$ cat src/rtl/matmul_pkg.sv
// Shared constants, state encoding and element-index helpers for the 2x2 matmul sequencer.
package matmul_pkg;

    localparam int DEF_ELEM_W = 4;
    localparam int DEF_ACC_W  = 2*DEF_ELEM_W + 1;
    localparam int N_STEPS    = 8;
    localparam int STEP_W     = $clog2(N_STEPS);

    typedef enum logic [1:0] {
        IDLE = 2'd0,
        MAC  = 2'd1,
        DONE = 2'd2
    } state_t;

    typedef logic [STEP_W-1:0] step_t;

    // Flat element index is row*2 + col, matching the {x11,x10,x01,x00} packing.
    function automatic logic [1:0] a_index(input step_t k);
        return {k[2], k[0]};
    endfunction

    // B walks down a column: b00, b10, b01, b11 for k[1:0] = 0..3.
    function automatic logic [1:0] b_index(input step_t k);
        return {k[0], k[1]};
    endfunction

endpackage

$ cat src/rtl/matmul_elem_sel.sv
// Step-indexed element mux for one packed 2x2 operand; IS_B selects the B walk order.
module matmul_elem_sel
    import matmul_pkg::*;
#(
    parameter int ELEM_W = DEF_ELEM_W,
    parameter bit IS_B   = 1'b0
) (
    input  logic [4*ELEM_W-1:0] matrix,
    input  step_t               step,
    output logic [ELEM_W-1:0]   elem
);

    logic [3:0][ELEM_W-1:0] elems;
    logic [1:0]             idx;

    assign elems = matrix;
    assign idx   = IS_B ? b_index(step) : a_index(step);
    assign elem  = elems[idx];

endmodule

$ cat src/rtl/matmul_sequencer.sv
// 2x2 x 2x2 matrix multiply over one shared multiplier, one MAC per cycle for 8 steps.
// Optional MATMUL_ABORT_EN adds an abort input that cancels an operation in flight.
module matmul_sequencer
    import matmul_pkg::*;
#(
    parameter int ELEM_W = DEF_ELEM_W,
    parameter int ACC_W  = DEF_ACC_W
) (
    input  logic                clk,
    input  logic                rst_n,
    input  logic                start,
    input  logic [4*ELEM_W-1:0] matrixA,
    input  logic [4*ELEM_W-1:0] matrixB,
`ifdef MATMUL_ABORT_EN
    input  logic                abort,
`endif
    output logic                busy,
    output logic                done,
    output logic                result_valid,
    output logic [4*ACC_W-1:0]  result,
    output logic [STEP_W-1:0]   entry_out
);

    state_t                 state, state_nxt;
    step_t                  step;
    logic [4*ELEM_W-1:0]    op_a, op_b;
    logic [ELEM_W-1:0]      a_el, b_el;
    logic [2*ELEM_W-1:0]    prod, acc;
    logic [3:0][ACC_W-1:0]  res_q;
    logic                   rv_q;
    logic                   abort_req, abort_hit, start_acc, last_step;

`ifdef MATMUL_ABORT_EN
    assign abort_req = abort;
`else
    assign abort_req = 1'b0;
`endif

    // Abort outranks start, so a start in the same cycle is dropped.
    assign abort_hit = abort_req && (state != IDLE);
    assign start_acc = start && !abort_req && (state == IDLE);
    assign last_step = (step == step_t'(N_STEPS-1));

    matmul_elem_sel #(.ELEM_W(ELEM_W), .IS_B(1'b0)) u_sel_a (
        .matrix (op_a),
        .step   (step),
        .elem   (a_el)
    );

    matmul_elem_sel #(.ELEM_W(ELEM_W), .IS_B(1'b1)) u_sel_b (
        .matrix (op_b),
        .step   (step),
        .elem   (b_el)
    );

    assign prod = {{ELEM_W{1'b0}}, a_el} * {{ELEM_W{1'b0}}, b_el};

    always_ff @(posedge clk or negedge rst_n) begin
        if (!rst_n) state <= IDLE;
        else        state <= state_nxt;
    end

    always_comb begin
        state_nxt = state;
        case (state)
            IDLE:    if (start_acc) state_nxt = MAC;
            MAC:     if (abort_hit) state_nxt = IDLE;
                     else if (last_step) state_nxt = DONE;
            DONE:    state_nxt = IDLE;
            default: state_nxt = IDLE;
        endcase
    end

    always_comb begin
        busy      = 1'b0;
        done      = 1'b0;
        entry_out = '0;
        case (state)
            MAC: begin
                busy      = 1'b1;
                entry_out = step;
            end
            DONE: begin
                busy = 1'b1;
                done = !abort_req;
            end
            default: ;
        endcase
    end

    // Even steps park the first product; odd steps retire one result entry.
    always_ff @(posedge clk or negedge rst_n) begin
        if (!rst_n) begin
            op_a  <= '0;
            op_b  <= '0;
            step  <= '0;
            acc   <= '0;
            res_q <= '0;
            rv_q  <= 1'b0;
        end else if (abort_hit) begin
            step  <= '0;
            acc   <= '0;
            res_q <= '0;
            rv_q  <= 1'b0;
        end else if (start_acc) begin
            op_a  <= matrixA;
            op_b  <= matrixB;
            step  <= '0;
            acc   <= '0;
            res_q <= '0;
            rv_q  <= 1'b0;
        end else if (state == MAC) begin
            step <= step + step_t'(1);
            if (!step[0]) acc <= prod;
            else          res_q[step[2:1]] <= ACC_W'(acc) + ACC_W'(prod);
            if (last_step) rv_q <= 1'b1;
        end
    end

    assign result_valid = rv_q && !abort_hit;
    assign result       = res_q;

endmodule

$ cat config.mk
export PLATFORM = sky130hd
export DESIGN_NAME = matmul_sequencer
export DESIGN_NICKNAME = d
export VERILOG_FILES = /design/src/rtl/matmul_pkg.sv /design/src/rtl/matmul_elem_sel.sv /design/src/rtl/matmul_sequencer.sv
export SDC_FILE = /design/constraint.sdc
export NUM_CORES = 1
export LEC_CHECK = 0
export CELL_PAD_IN_SITES_DETAIL_PLACEMENT = 1
export CELL_PAD_IN_SITES_GLOBAL_PLACEMENT = 2
export CORE_AREA = 2 2 125 127
export DETAILED_ROUTE_END_ITERATION = 8
export DIE_AREA = 0 0 127 129
export PLACE_DENSITY = 0.84
export SYNTH_ARGS = -nofsm -noshare
export SYNTH_HDL_FRONTEND = slang
export SYNTH_SLANG_ARGS = --single-unit
$ cat constraint.sdc
create_clock -name clk -period 4.3 [get_ports clk]
set_input_delay 0.645 -clock clk [delete_from_list [all_inputs] [get_ports clk]]
set_output_delay 0.645 -clock clk [all_outputs]
set_load 0.02 [all_outputs]
==> qor.yml <==
setup_viol: 0
hpwlAfterDp_mm: 8.42
start_util: 0.287
htree_levels: 3
postSynth.asyncResetShare: 1.00
cts_made_buffers: 9
clock_skew_ps: 8.06
min_path_type: "flip-flop to flip-flop"
antenna_found_initial: 0
max_freq_mhz: 239
path_cells: "mux4_2 -> nand2_1 -> fa_1 -> inv_2 -> fa_1 -> inv_1 -> fa_2 -> inv_1 -> a21o_1 -> a21oi_2 -> xnor2_2 -> ha_1 -> a21o_1 -> a311o_2 -> nand4_1 -> nand2_1"
p_switching_mw: 2.12
cts.clk_slew.worst_paths_ps: 60
worstPathArrival_ps: 4410
wl_per_cell_um: 15.5
drc: 0
r2r-start: "step[0]"
relSlewSlack: 0.287
multiInputGateArea_um2: 2200
grt_pass1_vias: 3744
ir_drop_uv: 347
crit_path_top_delay_cell: "fa_1"
synth_area_um2: 4300
grt_setup_unrepaired: "true"
fin_crit_ps: 4180
crit_end: "result[7]"
grt_max_degree: 83
ys_seq_area_frac: 0.477
slew_violations: 0
highest-signal-layer: "met4"
cp-end-kind: "flip-flop"
gp_routability_congestion: 0.782
antennaDiodeCount: 0
ys_seq_elements: 82
syn_inst: 455
grt_usage: 0.146
wl_met1_mm: 5.03
cpPeakStageDelay_ps: 550
regArea_um2: 2050
status: "finished clean"
clock_path_buffers: 2
reg2reg_to: "result[7]"
crit_type: "flip-flop to flip-flop"
worst_r2r_path_depth: 16
finalPower_mw: 5.07
p_sw_frac: 0.418
power.internal_mw: 2.95
cp-start-kind: "flip-flop"
num_vias: 3508
syn-num-nets: 521
die_y_um: 129
core_um2: 15000
yosysWarningCount: 0
wl_met3_um: 408
path_max_fanout: 8
cellPowerDensity_nw_per_um2: 874
insertion_delay_ps: 350
synth_common_cells: "nand2_1, dfrtp_1, a21oi_1"
fin_nets: 608
cts-root-buf: "clkbuf_16"
synth_ff_type: "dfrtp_1"
required_ps: 4530
clkPwrFrac: 0.172
area_delta_synth_final_pct: 35.1
drtIter0Drc: 114
timing.final.crit_share: 0.971
drtAntennaViolNets: 0
cts_tree: "built"
drv.max_cap_violation_count: 0
seqPwrFrac: 0.232
crit_path_start: "step[0]"
fp.dieW_um: 127
rrSetupSlack_ps: 120
syn_area_per_cell_um2: 9.45
postCtsHoldBufs: 0
drive_above_1_share: 0.154
synth.most_common_cell: "nand2_1"
leakagePower_nw: 2.70
cp_top_family: "adder cells"
routed-wl-met2_mm: 5.85
synth_edf_count: 0
cp.depth: 16
numClockSinks: 82
netlist_top_cells_area: "dfrtp_1, nand2_1, ha_1"
postLayoutCoreUtil: 0.388
yosysTopAreaCell: "dfrtp_1"
dr.pass1.iters: 4
worstMarginPinSlew_ps: 1070
yosys.cell_types.count: 41
drt-total-wl_mm: 11.4
grt_pass1_wl_mm: 19.0
rows: 45
netlist.area_leader.share: 0.477
viasPerCell: 4.77
fillCellCount: 1727
hold_violations: 0
dieArea_um2: 16400
grt.overflow.total: 0
comb_power_share: 0.596
cp_num_buf_inv: 3
numPortBuffers: 76
ios: 77
registers in the layout, summed over array words and instances, names as in the netlist:
register and count:
acc 8, op_b 16, step 3, op_a 16, state 2, result_valid 1
result 36
metrics by stage:
stage                     worst slack [ps]  hold WS, ps  std cells  TNS [ps]  cell area [um^2]
after global placement                37.9          460        714         0              5310
after CTS                             28.3          484        731         0              5660
final                                  123          475        735         0              5810
after global routing                 -69.0          511        735      -484              5810
after detailed placement              -128          469        714      -912              5310
after floorplan                        126          349        455         0              4300
repair_timing:
item	CTS	global route
buffers inserted	1	4
resized for setup	4	30
pin swaps	4	27
hold endpoints to repair	0	0
gates cloned	0	0
endpoints found under the setup margin	12	13
cells by family after synthesis:
logic type | count (synthesis) | share of synthesized area
simple gates | 213 | 0.223
flops | 82 | 0.477
compound gates | 74 | 0.0972
buf+inv | 36 | 0.0387
fa+ha+maj | 31 | 0.0990
mux | 10 | 0.0466
xor+xnor | 9 | 0.0183
how the worst min path moves through the flow:
stage / slack, ps / startpoint / end / cells past startpoint
detailed placement: 470 / op_a[2] / op_a[2] / 2
global placement: 460 / op_a[4] / op_a[4] / 2
floorplan: 350 / rst_n / acc[0] / 0
CTS: 480 / op_a[2] / op_a[2] / 2
finish: 470 / op_a[4] / op_a[4] / 2
global route: 510 / op_a[2] / op_a[2] / 2
tightest hold or removal path, cell delays in order, from the launching register on:
cell     delay (ps)
dfrtp_1         340
nand2_1          50
nand2_1          50
cell usage in the layout (no fill, tap or decap), types with 2 or more instances in the layout:
cell type,netlist,routed
o21ai_1,2,4
a21oi_2,0,8
nand3_2,0,2
inv_6,0,2
and2_1,16,15
ha_1,26,25
nand2_1,136,133
nor2b_2,0,2
nand2b_1,3,3
o21ai_2,0,2
nor2_1,17,16
dfrtp_2,0,2
nor4b_1,2,2
xnor2_1,8,5
nor2b_1,5,3
clkbuf_8,0,2
buf_4,1,22
inv_1,14,13
nand3_1,23,21
a21o_1,4,4
clkdlybuf4s50_1,0,75
a21oi_1,34,26
fa_1,5,4
mux4_2,8,8
dfrtp_1,82,80
mux2i_1,2,2
a22o_1,2,2
bufinv_16,0,2
o21a_1,2,2
o21ai_0,23,19
xnor2_2,0,3
nand2_2,1,4
o211ai_1,3,3
clkbuf_16,0,9
power by group through the flow:
stage                     combinational [mW]  clock [mW]  sequential, mW
after floorplan                         1.66           0            1.19
after global placement                  2.70           0            1.18
after detailed placement                2.78           0            1.19
after CTS                               2.82       0.884            1.18
after global routing                    3.37       0.922            1.21
final                                   3.02       0.870            1.18
layer usage:
layer,GRT usage,vias up
li1,-,1692
met1,0.185,1738
met2,0.253,64
met3,0.0333,14
met4,0.0414,0
met5,0,-
cell type report:
class                      count  share of cell area
sequential                    82               0.354
inverter                      14             0.00905
tap                          188              0.0405
timing repair buffer          98               0.160
clock inverter                 5              0.0142
clock buffer                  11              0.0435
multi-input combinational    337               0.379
Note: power is estimated with default switching activity, not from simulation.
